--- src/rtl/pc_target_unit.sv ---
// PC register and next-target select with a small return-address stack.
// Optional PC_BOUNDS_CHECK_EN: redirect out-of-program PCs to START, flag pc_oob.
module pc_target_unit #(
    parameter int             D         = 12,
    parameter int             RAS_DEPTH = 4,
    parameter logic [D-1:0]   START     = '0,
    parameter int             PROG_LEN  = 4096,
    localparam int            CW        = $clog2(RAS_DEPTH + 1),
    localparam int            IW        = (RAS_DEPTH > 1) ? $clog2(RAS_DEPTH) : 1
) (
    input  logic          Clk,
    input  logic          Reset,
    input  logic          stall,
    input  logic [1:0]    jump_mode,
    input  logic          branch_take,
    input  logic [D-1:0]  offset_target,
    input  logic [D-1:0]  entry_target,
    input  logic          call_en,
    output logic [D-1:0]  prog_counter,
    output logic          ras_empty,
    output logic          ras_full,
    output logic [CW-1:0] ras_count,
    output logic          ras_err
`ifdef PC_BOUNDS_CHECK_EN
    ,
    output logic          pc_oob
`endif
);

    logic [D-1:0]  ras [RAS_DEPTH];
    logic [D-1:0]  pc_inc;
    logic [D-1:0]  next_pc;
    logic [D-1:0]  pc_load;
    logic [CW-1:0] top_cnt;
    logic [IW-1:0] top_idx;
    logic [IW-1:0] push_idx;
    logic          take_rel;
    logic          take_abs;
    logic          take_ret;
    logic          push_ok;
    logic          pop_ok;
    logic          ras_fault;

    assign pc_inc    = prog_counter + D'(1);
    assign ras_empty = (ras_count == '0);
    assign ras_full  = (ras_count == CW'(RAS_DEPTH));
    assign top_cnt   = ras_count - CW'(1);
    assign top_idx   = top_cnt[IW-1:0];
    assign push_idx  = ras_count[IW-1:0];

    assign take_rel = branch_take && (jump_mode == 2'b01);
    assign take_abs = branch_take && (jump_mode == 2'b10);
    assign take_ret = branch_take && (jump_mode == 2'b11);

    // Offset is already D bits wide, so modulo-2^D add is the sign extension.
    always_comb begin
        next_pc   = pc_inc;
        push_ok   = 1'b0;
        pop_ok    = 1'b0;
        ras_fault = 1'b0;
        unique case (1'b1)
            take_rel: next_pc = prog_counter + offset_target;
            take_abs: begin
                next_pc = entry_target;
                if (call_en) begin
                    if (ras_full) ras_fault = 1'b1;
                    else          push_ok   = 1'b1;
                end
            end
            take_ret: begin
                if (ras_empty) begin
                    ras_fault = 1'b1;
                end else begin
                    next_pc = ras[top_idx];
                    pop_ok  = 1'b1;
                end
            end
            default: ;
        endcase
    end

`ifdef PC_BOUNDS_CHECK_EN
    logic oob_hit;

    assign oob_hit = (32'(next_pc) >= $unsigned(PROG_LEN));
    assign pc_load = oob_hit ? START : next_pc;

    always_ff @(posedge Clk) begin
        if (!Reset)      pc_oob <= 1'b0;
        else if (!stall) pc_oob <= oob_hit;
        else             pc_oob <= 1'b0;
    end
`else
    assign pc_load = next_pc;
`endif

    always_ff @(posedge Clk) begin
        if (!Reset) begin
            prog_counter <= START;
            ras_count    <= '0;
            ras_err      <= 1'b0;
            for (int i = 0; i < RAS_DEPTH; i++) ras[i] <= '0;
        end else if (!stall) begin
            prog_counter <= pc_load;
            if (push_ok) begin
                ras[push_idx] <= pc_inc;
                ras_count     <= ras_count + CW'(1);
            end else if (pop_ok) begin
                ras_count <= top_cnt;
            end
            if (ras_fault) ras_err <= 1'b1;
        end
    end

endmodule

--- config.mk ---
export PLATFORM = sky130hd
export DESIGN_NAME = pc_target_unit
export DESIGN_NICKNAME = d
export VERILOG_FILES = /design/src/rtl/pc_target_unit.sv
export SDC_FILE = /design/constraint.sdc
export NUM_CORES = 1
export LEC_CHECK = 0
export CAP_MARGIN = 20
export CORE_UTILIZATION = 50
export CTS_CLUSTER_DIAMETER = 100
export DETAILED_ROUTE_END_ITERATION = 10
export HOLD_SLACK_MARGIN = 0.03
export PLACE_DENSITY = 0.74
export RECOVER_POWER = 25
export SLEW_MARGIN = 5
export SYNTH_ARGS = -nofsm -noshare
export SYNTH_HDL_FRONTEND = slang
export SYNTH_SLANG_ARGS = --single-unit
export TNS_END_PERCENT = 20
--- constraint.sdc ---
create_clock -name Clk -period 3.8 [get_ports Clk]
set_input_delay 0.38 -clock Clk [delete_from_list [all_inputs] [get_ports Clk]]
set_output_delay 0.38 -clock Clk [all_outputs]
set_load 0.005 [all_outputs]
==> results of run 1 <==
## synthesized netlist by cell type (2+ instances only)
master and n:
o21a_1 4, mux4_2 12, nand2b_1 3, nor2b_1 3, nor3_1 3, xor2_1 5, a21oi_1 22, dfxtp_1 16
nand4_1 2, nand3_1 11, nand2_2 2, ha_1 15, buf_6 4, a221oi_1 7, xnor2_1 14, nor3b_1 2
or3_1 3, edfxtp_1 48, clkbuf_1 13, nor2_2 2, nor2_1 70, a22oi_1 3, nand2_1 20, mux2i_1 3
inv_1 10, a211oi_1 2, a31oi_1 3, o21ai_1 2, o21ai_0 27, and2_1 3, a21o_1 2
## where the power goes
part / switching, mW / internal, mW
Clock: 0.267 / 0.370
Combinational: 0.133 / 0.121
Sequential: 0.0255 / 0.777
Total: 0.426 / 1.27
## how the worst max path moves through the flow
stage,depth (start not counted),start,slack [ns],endpoint
3_5_place_dp,8,jump_mode[0],0.81,ras[1][11]$_SDFFCE_PN0P_
5_1_grt,9,ras_count[1]$_SDFFE_PN0P_,0.70,ras[1][8]$_SDFFCE_PN0P_
6_report,9,ras_count[1]$_SDFFE_PN0P_,0.93,ras[1][8]$_SDFFCE_PN0P_
2_1_floorplan,12,ras_count[0]$_SDFFE_PN0P_,1.04,ras[0][0]$_SDFFCE_PN0P_
3_3_place_gp,8,jump_mode[0],0.93,ras[1][10]$_SDFFCE_PN0P_
4_1_cts,9,ras_count[1]$_SDFFE_PN0P_,1.04,ras[1][8]$_SDFFCE_PN0P_
## area by class of cell
type	instances	share of cell area [%]
flip-flops and latches	64	39.6
well taps	96	2.70
clock inverters	5	1.83
clock buffers	11	2.95
inverters	10	0.843
repair buffers	55	11.6
multi-input cells	266	40.5
## sequential cells by signal, summed over array words and instances, names as in the netlist
signal / count
prog_counter: 12
ras_err: 1
ras_count: 3
ras: 48
## cell usage in the layout (no fill, tap or decap), types with 11 or more instances in the layout
| cell type | n |
|---|---|
| a21oi_1 | 22 |
| nand2_1 | 20 |
| dlygate4sd3_1 | 16 |
| edfxtp_1 | 48 |
| mux4_2 | 12 |
| clkdlybuf4s50_1 | 32 |
| nor2_1 | 71 |
| nand3_1 | 11 |
| xnor2_1 | 14 |
| o21ai_0 | 27 |
| dfxtp_1 | 16 |
| ha_1 | 15 |
## cell families after synthesis
family | count (synthesis) | share of synthesized area, %
and+or+nand+nor | 131 | 16.1
AOI/OAI and AO/OA | 85 | 14.5
DFF | 64 | 47.6
buffers and inverters | 27 | 3.55
xor gates and xnor gates | 19 | 4.50
adders and majority gates | 16 | 5.61
muxes | 15 | 8.11
## metal layers
layer  share of wire, %  vias to the layer above  wire length (µm)
li1                   -                     1407                 -
met1                 42                     1375              3630
met2                 49                      124              4200
met3                6.9                       13               592
met5                  0                        -                 0
met4                2.1                        0               182
## per-stage QoR
step | power [mW] | hold slack (ns) | cell area, µm² | util, %
after floorplan | 0.970 | 0.465 | 3700 | -
after global placement | 1.07 | 0.449 | 4260 | 61.0
after detailed placement | 1.08 | 0.458 | 4260 | 61.0
after CTS | 1.71 | 0.470 | 4470 | 64.1
after global routing | 1.75 | 0.489 | 4450 | 63.7
final | 1.69 | 0.464 | 4450 | 63.7
==> out/metrics.yaml, run 1 <==
timing:
  worst_pin_slew_ns: 1.26
  hold_viol: 0
  slew_headroom_pct: 16.2
  finalWorstSetupSlack_ns: 0.933
  drv_slew: 0
  fin_skew_ns: 0.00806
  grt_setup_unrepaired: "false"
  fmax_ghz: 0.349
  finalSetupViolations: 0
  fin_crit_sh_pct: 75.4
  min_period_ns: 2.87
  finalSetupTns_ns: 0
worst_hold_path:
  holdPathEnd: "ras_err$_SDFFE_PN0P_"
  min_path_type: "flip-flop to flip-flop"
  holdPathStages: 1
  hp-start: "ras_err$_SDFFE_PN0P_"
yosys:
  synth_largest_area_cell: "edfxtp_1"
  synth_edf_count: 48
  async_flop_share_pct: 0
  synth_cells: 357
  syn_avg_cell_area_um2: 10.4
  yosys_warnings: 0
  ys.flop_type: "edfxtp_1"
  synth_seq_cells: 64
  syn-num-nets: 404
  yosys-top-cells-area: "edfxtp_1 39%, dfxtp_1 8.7%, mux4_2 7.3%"
  netlist_area_um2: 3700
  ys_seq_area_share_pct: 47.6
  synth.distinct_cells: 52
  synth_top_area_share_pct: 38.9
placed_design:
  dpl_worst_slack_ns: 0.805
  portBuffers: 48
  hpwlAfterDp_mm: 6.24
  place_congestion: 0.823
  place_inst: 491
finish:
  drive_gt1_share_pct: 8.76
  instances_no_fill: 507
  fill_cells: 589
  syn2layout_area_growth_pct: 20.3
  regArea_um2: 1760
  final_net_count: 453
  multi_input_area_um2: 1800
  insertedDiodeCount: 0
cts:
  cts_buffer_depth: 2
  cts_max_level: 3
  ctsHoldBuffers: 0
  cts_inserted_buffers: 9
  cts-resized-gates: 0
  cts_tree: "built"
  cts.sinks: 64
  clock_latency_ns: 0.33
  clk_pin_slew_worst_paths_ns: 0.07
  cts_setup_buffers: 0
  cts-root-buf: "clkbuf_8"
setup_path:
  r2r_cells: 9
  required_ns: 3.77
  crit_buf_inv: 1
  crit_chain: "inv_1, ha_1, and2_0, or3b_1, nor2_1, nand2_1, nor2_2, nand2_2, nand2_1"
  r2r-end: "ras[1][8]$_SDFFCE_PN0P_"
  crit_family: "simple AND/OR/NAND/NOR gates"
  crit_path_end_kind: "flip-flop"
  cp-start-kind: "flip-flop"
  critical_path.slowest_cell: "nand2_1"
  crit_path_max_fanout: 13
  path_common_cell: "nand2_1"
  critical_path_arrival_ns: 2.83
  criticalPathCategory: "flip-flop to flip-flop"
  r2r_slack_ns: 0.93
  rr_startpoint: "ras_count[1]$_SDFFE_PN0P_"
  slowest_delay_ns: 0.53
drt:
  routedWlPerCell_um: 17.0
  drtAntennaViolNets: 0
  viasPerCell: 5.76
  num_vias: 2919
  drtPass1Iterations: 5
  drc: 0
  drt_iter0_markers: 186
  drt-total-wl_mm: 8.60
global_routing:
  met1_usage_pct: 29.4
  gr-total-overflow: 0
  grt_use_met3_pct: 3.39
  grt_pass1_vias: 2796
  grt_use_total_pct: 23.3
  antenna_found_initial: 0
  grt_max_degree: 27
  grt-busiest-layer: "met2"
  grt_use_met2_pct: 40.9
  grt_first_pass_wirelength_mm: 13.4
floorplanning:
  core-area_um2: 6980
  initial_core_util_pct: 53.0
  ios: 49
  dieArea_um2: 7750
  die_y_um: 88.0
  rows: 30
  die_w_um: 88.0
power_and_ir_drop:
  vdd_ir_drop_max_mv: 0.261
  power_density_nw_per_um2: 381
  cellLeakagePower_nw: 1.61
status:
  outcome: "finished clean"
flow_run:
  maxCapViolations: 0
(Power assumes the default switching activity.)
==> run 2, diff against run 1 <==
--- a/config.mk
+++ b/config.mk
@@ -10,7 +10,7 @@
 export CTS_CLUSTER_DIAMETER = 100
 export DETAILED_ROUTE_END_ITERATION = 10
 export HOLD_SLACK_MARGIN = 0.03
-export PLACE_DENSITY = 0.74
+export PLACE_DENSITY = 0.77
 export RECOVER_POWER = 25
 export SLEW_MARGIN = 5
 export SYNTH_ARGS = -nofsm -noshare
==> constraint.sdc (replaced) <==
create_clock -name Clk -period 2.3 [get_ports Clk]
set_input_delay 0.23 -clock Clk [delete_from_list [all_inputs] [get_ports Clk]]
set_output_delay 0.23 -clock Clk [all_outputs]
set_load 0.005 [all_outputs]
==> run 2 against run 1 <==
Sequential cell count unchanged. Cell count increased by 5.3%. Die area unchanged. Routed wire length increased by 11%. Clock skew increased by 0.0029 ns. Register-to-register slack got worse by 0.79 ns. Via count increased by 7.7%. Fmax increased by 33%. Hold slack improved by 0.025 ns. Critical path type unchanged.
==> out/metrics.yaml, run 2 (synthesis results as in run 1) <==
status:
  outcome: "finished clean"
setup_path:
  cp-start-kind: "flip-flop"
  crit_path_end_kind: "flip-flop"
  crit_buf_inv: 2  # +1
  required_ns: 2.50  # -1.27 ns
  critical_path.slowest_cell: "or3b_4"
  cp_num_cells: 10  # +1
  r2r_slack_ns: 0.15  # -0.79 ns
  r2r-end: "ras[0][0]$_SDFFCE_PN0P_"
  critical_path_arrival_ns: 2.36  # -0.47 ns
  crit_chain: "inv_8, ha_4, and2_4, or3b_4, nor2_4, nand2_2, nor2_4, nand2_2, buf_4, nor2_1"
  criticalPathCategory: "flip-flop to flip-flop"
  r2r_cells: 10  # +1
  rr_startpoint: "ras_count[0]$_SDFFE_PN0P_"
  slowest_delay_ns: 0.42  # -0.11 ns
  crit_family: "simple AND/OR/NAND/NOR gates"
  crit_path_max_fanout: 12  # -1
floorplanning:
  die_y_um: 88.0  # unchanged
  initial_core_util_pct: 53.0  # unchanged
  ios: 49  # unchanged
  core-area_um2: 6980  # unchanged
  die_w_um: 88.0  # unchanged
  rows: 30  # unchanged
  dieArea_um2: 7750  # unchanged
finish:
  largest_reg_flops: 48  # unchanged
  final_common_cell: "nor2_1"
  final_net_count: 480  # +6.0%
  regArea_um2: 1760  # about the same
  instances_no_fill: 534  # +5.3%
  fill_cells: 556  # -5.6%
  multi_input_area_um2: 1880  # +4.3%
  largest-register: "ras"
  drive_gt1_share_pct: 17.8  # +9.0 points
  syn2layout_area_growth_pct: 27.8
  layout_common_cells: "70 x nor2_1, 48 x edfxtp_1, 33 x clkdlybuf4s50_1, 29 x buf_4, 27 x o21ai_0"
  reg.largest.list: "ras: 48 flops, prog_counter: 12 flops, ras_count: 3 flops"
  insertedDiodeCount: 0  # unchanged
placed_design:
  hpwlAfterDp_mm: 7.10  # +14%
  dpl_worst_slack_ns: -0.120  # -0.925 ns
  portBuffers: 48  # unchanged
  place_congestion: 0.862  # +4.7%
  place_inst: 518  # +5.5%
cts:
  clk_pin_slew_worst_paths_ns: 0.08  # about the same
  clock_latency_ns: 0.35  # +0.02 ns
  cts-root-buf: "clkbuf_8"
  ctsHoldBuffers: 0  # unchanged
  cts.sinks: 64  # unchanged
  cts_tree: "built"
  cts_buffer_depth: 2  # unchanged
  cts_inserted_buffers: 9  # unchanged
  cts_max_level: 3  # unchanged
timing:
  grt_setup_unrepaired: "false"
  drv_slew: 0  # unchanged
  finalWorstSetupSlack_ns: 0.145  # -0.788 ns
  hold_slack_ns: 0.489  # +0.0249 ns
  min_period_ns: 2.15  # -0.712 ns
  finalSetupViolations: 0  # unchanged
  fmax_ghz: 0.464  # +33%
  fin_crit_sh_pct: 93.7  # +18 points
  fin_skew_ns: 0.0109  # +0.00288 ns
  hold_viol: 0  # unchanged
  worst_pin_slew_ns: 0.569  # -0.688 ns
  slew_headroom_pct: 61.8  # +46 points
global_routing:
  gr-total-overflow: 0  # unchanged
  grt_first_pass_wirelength_mm: 15.5  # +15%
  grt_pass1_vias: 3024  # +8.2%
  grt_max_degree: 18  # -33%
  antenna_found_initial: 0  # unchanged
  grt_use_total_pct: 27.0  # +3.6 points
drt:
  drt_iter0_markers: 223  # +20%
  drt-total-wl_mm: 9.57  # +11%
  num_vias: 3144  # +7.7%
  drtPass1Iterations: 5  # unchanged
  drc: 0  # unchanged
  viasPerCell: 5.89  # +2.3%
  drtAntennaViolNets: 0  # unchanged
  routedWlPerCell_um: 17.9  # +5.6%
worst_hold_path:
  hp-start: "ras_err$_SDFFE_PN0P_"
  holdPathEnd: "ras_err$_SDFFE_PN0P_"
  holdPathStages: 1  # unchanged
  min_path_type: "flip-flop to flip-flop"
flow_run:
  maxCapViolations: 0  # unchanged
power_and_ir_drop:
  cellLeakagePower_nw: 1.75  # +8.6%
  power_density_nw_per_um2: 564  # +48%
  vdd_ir_drop_max_mv: 0.415  # +59%
-- run 2: changes by cell type in the layout (fill, tap and decap cells not counted), sizes merged --
cell	previous run	this run
clkdlybuf4s50	32	33
bufinv	2	0
clkbuf	15	12
clkinv	2	4
clkinvlp	1	2
inv	10	11
dlygate4sd3	16	15
buf	3	31
-- run 2: how the worst max path moves through the flow --
stage                                  from                       endpoint
5_1_grt           ras_count[0]$_SDFFE_PN0P_       ras[1][10]$_SDFFCE_PN0P_
6_report          ras_count[0]$_SDFFE_PN0P_        ras[0][0]$_SDFFCE_PN0P_
2_1_floorplan     ras_count[0]$_SDFFE_PN0P_        ras[0][0]$_SDFFCE_PN0P_
4_1_cts        prog_counter[2]$_SDFFE_PN0N_  prog_counter[10]$_SDFFE_PN0N_
3_5_place_dp               offset_target[0]  prog_counter[10]$_SDFFE_PN0N_
3_3_place_gp               offset_target[0]   prog_counter[9]$_SDFFE_PN0N_
-- run 2: repair_timing --
| item | in CTS | in global routing |
|---|---|---|
| hold endpoints to repair | 0 | 0 |
| resized for setup | 0 | 1 |
| endpoints found under the setup margin | 0 | 1 |
| buffers inserted | 0 | 0 |
-- run 2: report_power, final --
group          switching (mW)  internal [mW]
logic                   0.254          0.244
registers              0.0309           1.28
clock network           0.466          0.390
-- run 2: worst register-to-register path, delay by kind of cell, from the launching register on --
family,cells,cell delay (ns)
and+or+nand+nor,7,1.18
DFF,1,0.41
buffers and inverters,2,0.26
adders and majority gates,1,0.15
-- run 2: stage by stage --
step | power, mW | setup TNS [ns] | util (%) | area (µm²)
2_1_floorplan | 1.61 | -0.999 | - | 3790
3_3_place_gp | 1.83 | -0.101 | 65.4 | 4570
3_5_place_dp | 1.84 | -0.254 | 65.4 | 4570
4_1_cts | 2.68 | 0 | 67.9 | 4740
5_1_grt | 2.78 | 0 | 67.7 | 4730
6_report | 2.67 | 0 | 67.7 | 4730
-- run 2: layer usage --
metal / track usage, % / up-vias / routed length [µm] / part of all wire [%]
met2: 45.5 / 122 / 4780 / 50
li1: - / 1467 / - / -
met1: 35.4 / 1538 / 4090 / 43
met3: 4.43 / 17 / 540 / 5.6
met5: 0 / - / 0 / 0
met4: 9.53 / 0 / 155 / 1.6
-- run 2: area by class of cell --
class | count | share of cell area (%)
well taps | 96 | 2.54
clock inverters | 7 | 1.01
multi-input cells | 266 | 39.7
flip-flops and latches | 64 | 37.3
clock buffers | 9 | 2.62
inverters | 10 | 0.953
repair buffers | 82 | 15.9
==> run 3, diff against run 2 <==
--- a/config.mk
+++ b/config.mk
@@ -10,7 +10,7 @@
 export CTS_CLUSTER_DIAMETER = 100
 export DETAILED_ROUTE_END_ITERATION = 10
 export HOLD_SLACK_MARGIN = 0.03
-export PLACE_DENSITY = 0.77
+export PLACE_DENSITY = 0.74
 export RECOVER_POWER = 25
 export SLEW_MARGIN = 5
 export SYNTH_ARGS = -nofsm -noshare
==> constraint.sdc (replaced) <==
create_clock -name Clk -period 2.36 [get_ports Clk]
set_input_delay 0.236 -clock Clk [delete_from_list [all_inputs] [get_ports Clk]]
set_output_delay 0.236 -clock Clk [all_outputs]
set_load 0.005 [all_outputs]
==> run 3 against run 2 <==
Non-clock buffer count down 3. Sequential share of layout area up 0.17 points. Setup slack better by 0.012 ns. Cell count fell by 0.56%. Largest cell class unchanged. Largest power group unchanged.
==> out/metrics.yaml, run 3 (synthesis results as in run 1) <==
setup_path:
  crit_buf_inv: 2  # unchanged
  critical_path_arrival_ns: 2.41  # +0.05 ns
  r2r-end: "ras[1][10]$_SDFFCE_PN0P_"
  crit_path_max_fanout: 12  # unchanged
  slowest_delay_ns: 0.41  # about the same
  r2r_slack_ns: 0.16  # about the same
  criticalPathCategory: "flip-flop to flip-flop"
  cp_num_cells: 10  # unchanged
  cp-start-kind: "flip-flop"
  rr_startpoint: "ras_count[1]$_SDFFE_PN0P_"
  crit_chain: "inv_1, ha_4, and2_4, or3b_1, nor2_1, nand2_2, nor2_4, nand2_2, buf_4, nor2_1"
  crit_start: "ras_count[1]$_SDFFE_PN0P_"
  endpoint: "ras[1][10]$_SDFFCE_PN0P_"
  crit_path_end_kind: "flip-flop"
  required_ns: 2.57  # +0.07 ns
  r2r_cells: 10  # unchanged
  critical_path.slowest_cell: "or3b_1"
  crit_family: "simple AND/OR/NAND/NOR gates"
global_routing:
  grt_max_degree: 17  # -1
  grt_pass1_vias: 3028  # +0.13%
  grt_use_total_pct: 27.2  # +0.26 points
  gr-total-overflow: 0  # unchanged
  antenna_found_initial: 0  # unchanged
  grt_first_pass_wirelength_mm: 15.1  # -2.2%
timing:
  grt_setup_unrepaired: "false"
  fin_crit_sh_pct: 93.3  # -0.36 points
  min_period_ns: 2.20  # +0.0478 ns
  fmax_ghz: 0.454  # -2.2%
  fin_skew_ns: 0.00892  # -0.00202 ns
  finalSetupViolations: 0  # unchanged
  slew_headroom_pct: 60.1  # -1.7 points
  worst_pin_slew_ns: 0.599  # +0.0298 ns
  hold_viol: 0  # unchanged
  drv_slew: 0  # unchanged
drt:
  route.met2.wl_mm: 4.71  # -1.5%
  drtAntennaViolNets: 0  # unchanged
  wl_met1_mm: 4.17  # +2.0%
  viasPerCell: 5.83  # -0.94%
  drt-total-wl_mm: 9.80  # +2.4%
  top_layer_used: "met4"
  drc: 0  # unchanged
  drt_iter0_markers: 269  # +21%
  routedWlPerCell_um: 18.4  # +3.0%
  num_vias: 3097  # -1.5%
  drtPass1Iterations: 5  # unchanged
  wl_met3_um: 675  # +25%
finish:
  multi_input_area_um2: 1870  # -0.53%
  reg.largest.list: "ras: 48 flops, prog_counter: 12 flops, ras_count: 3 flops"
  layout_common_cells: "71 x nor2_1, 48 x edfxtp_1, 36 x clkdlybuf4s50_1, 27 x o21ai_0"
  drive_gt1_share_pct: 15.6  # -2.2 points
  largest_reg_flops: 48  # unchanged
  instances_no_fill: 531  # -0.56%
  final_common_cell: "nor2_1"
  fill_cells: 583  # +4.9%
  insertedDiodeCount: 0  # unchanged
  syn2layout_area_growth_pct: 27.2
  fin_util_pct: 67.4  # -0.30 points
  largest-register: "ras"
  regArea_um2: 1760  # unchanged
  final_net_count: 477  # -0.63%
power_and_ir_drop:
  vdd_ir_drop_max_mv: 0.459  # +11%
  cellLeakagePower_nw: 1.72  # -1.9%
  power_density_nw_per_um2: 578  # +2.4%
  p_total_mw: 2.72  # +2.0%
cts:
  clock_latency_ns: 0.36  # about the same
  cts_tree: "built"
  cts_inserted_buffers: 9  # unchanged
  cts.sinks: 64  # unchanged
  cts-root-buf: "clkbuf_8"
  clk_pin_slew_worst_paths_ns: 0.08  # about the same
  cts_setup_buffers: 0  # unchanged
  cts_buffer_depth: 2  # unchanged
  cts_max_level: 3  # unchanged
status:
  outcome: "finished clean"
floorplanning:
  rows: 30  # unchanged
  initial_core_util_pct: 53.0  # unchanged
  die_w_um: 88.0  # unchanged
  core-area_um2: 6980  # unchanged
  dieArea_um2: 7750  # unchanged
  ios: 49  # unchanged
  die_y_um: 88.0  # unchanged
placed_design:
  portBuffers: 48  # unchanged
  place_congestion: 0.926  # +7.4%
  hpwlAfterDp_mm: 7.04  # -0.87%
  place_inst: 515  # -0.58%
flow_run:
  maxCapViolations: 0  # unchanged
worst_hold_path:
  min_path_type: "flip-flop to flip-flop"
[run 3: cell count changes in the layout (fill, tap and decap cells not counted), moves of 2 or more]
cell / previous run / this run
buf_4: 29 / 22
clkbuf_1: 2 / 7
clkdlybuf4s50_1: 33 / 36
clkinv_2: 3 / 0
dlygate4sd3_1: 15 / 12
clkinv_4: 1 / 3
[run 3: metal layers]
metal / up-vias / track usage, %
li1: 1459 / -
met1: 1488 / 35.3
met2: 132 / 43.6
met3: 18 / 6.03
met4: 0 / 12.9
met5: - / 0
[run 3: where the power goes]
group	switching (mW)	total [mW]	internal, mW
Combinational	0.246	0.475	0.229
Clock	0.468	0.963	0.496
Sequential	0.0322	1.28	1.25
[run 3: layout make-up]
class	count	area share, %
inverter	10	0.851
clock inverter	7	1.70
sequential	64	37.5
multi-input combinational	266	39.7
timing repair buffer	79	15.1
clock buffer	9	2.63
tap	96	2.55
[run 3: metrics by stage]
stage                     hold WS, ns  setup WS [ns]  TNS [ns]  area, µm²
after floorplan                 0.416        0.00251         0       3780
after global placement          0.449        -0.0541   -0.0541       4540
after CTS                       0.493          0.126         0       4740
final                           0.477          0.157         0       4710
after detailed placement        0.476        -0.0996    -0.167       4540
after global routing            0.527         0.0332         0       4710
[run 3: what timing repair did]
action / in CTS / in global routing
resized for setup: 0 / 1
endpoints found under the setup margin: 0 / 1
hold buffers: 0 / 0
[run 3: how the worst min path moves through the flow]
| stage | from | to | cells past startpoint |
|---|---|---|---|
| global route | ras_err$_SDFFE_PN0P_ | ras_err$_SDFFE_PN0P_ | 1 |
| global placement | ras_err$_SDFFE_PN0P_ | ras_err$_SDFFE_PN0P_ | 1 |
| detailed placement | ras_err$_SDFFE_PN0P_ | ras_err$_SDFFE_PN0P_ | 1 |
| floorplan | entry_target[4] | prog_counter[4]$_SDFFE_PN0N_ | 2 |
| CTS | ras_err$_SDFFE_PN0P_ | ras_err$_SDFFE_PN0P_ | 1 |
| finish | ras_err$_SDFFE_PN0P_ | ras_err$_SDFFE_PN0P_ | 1 |
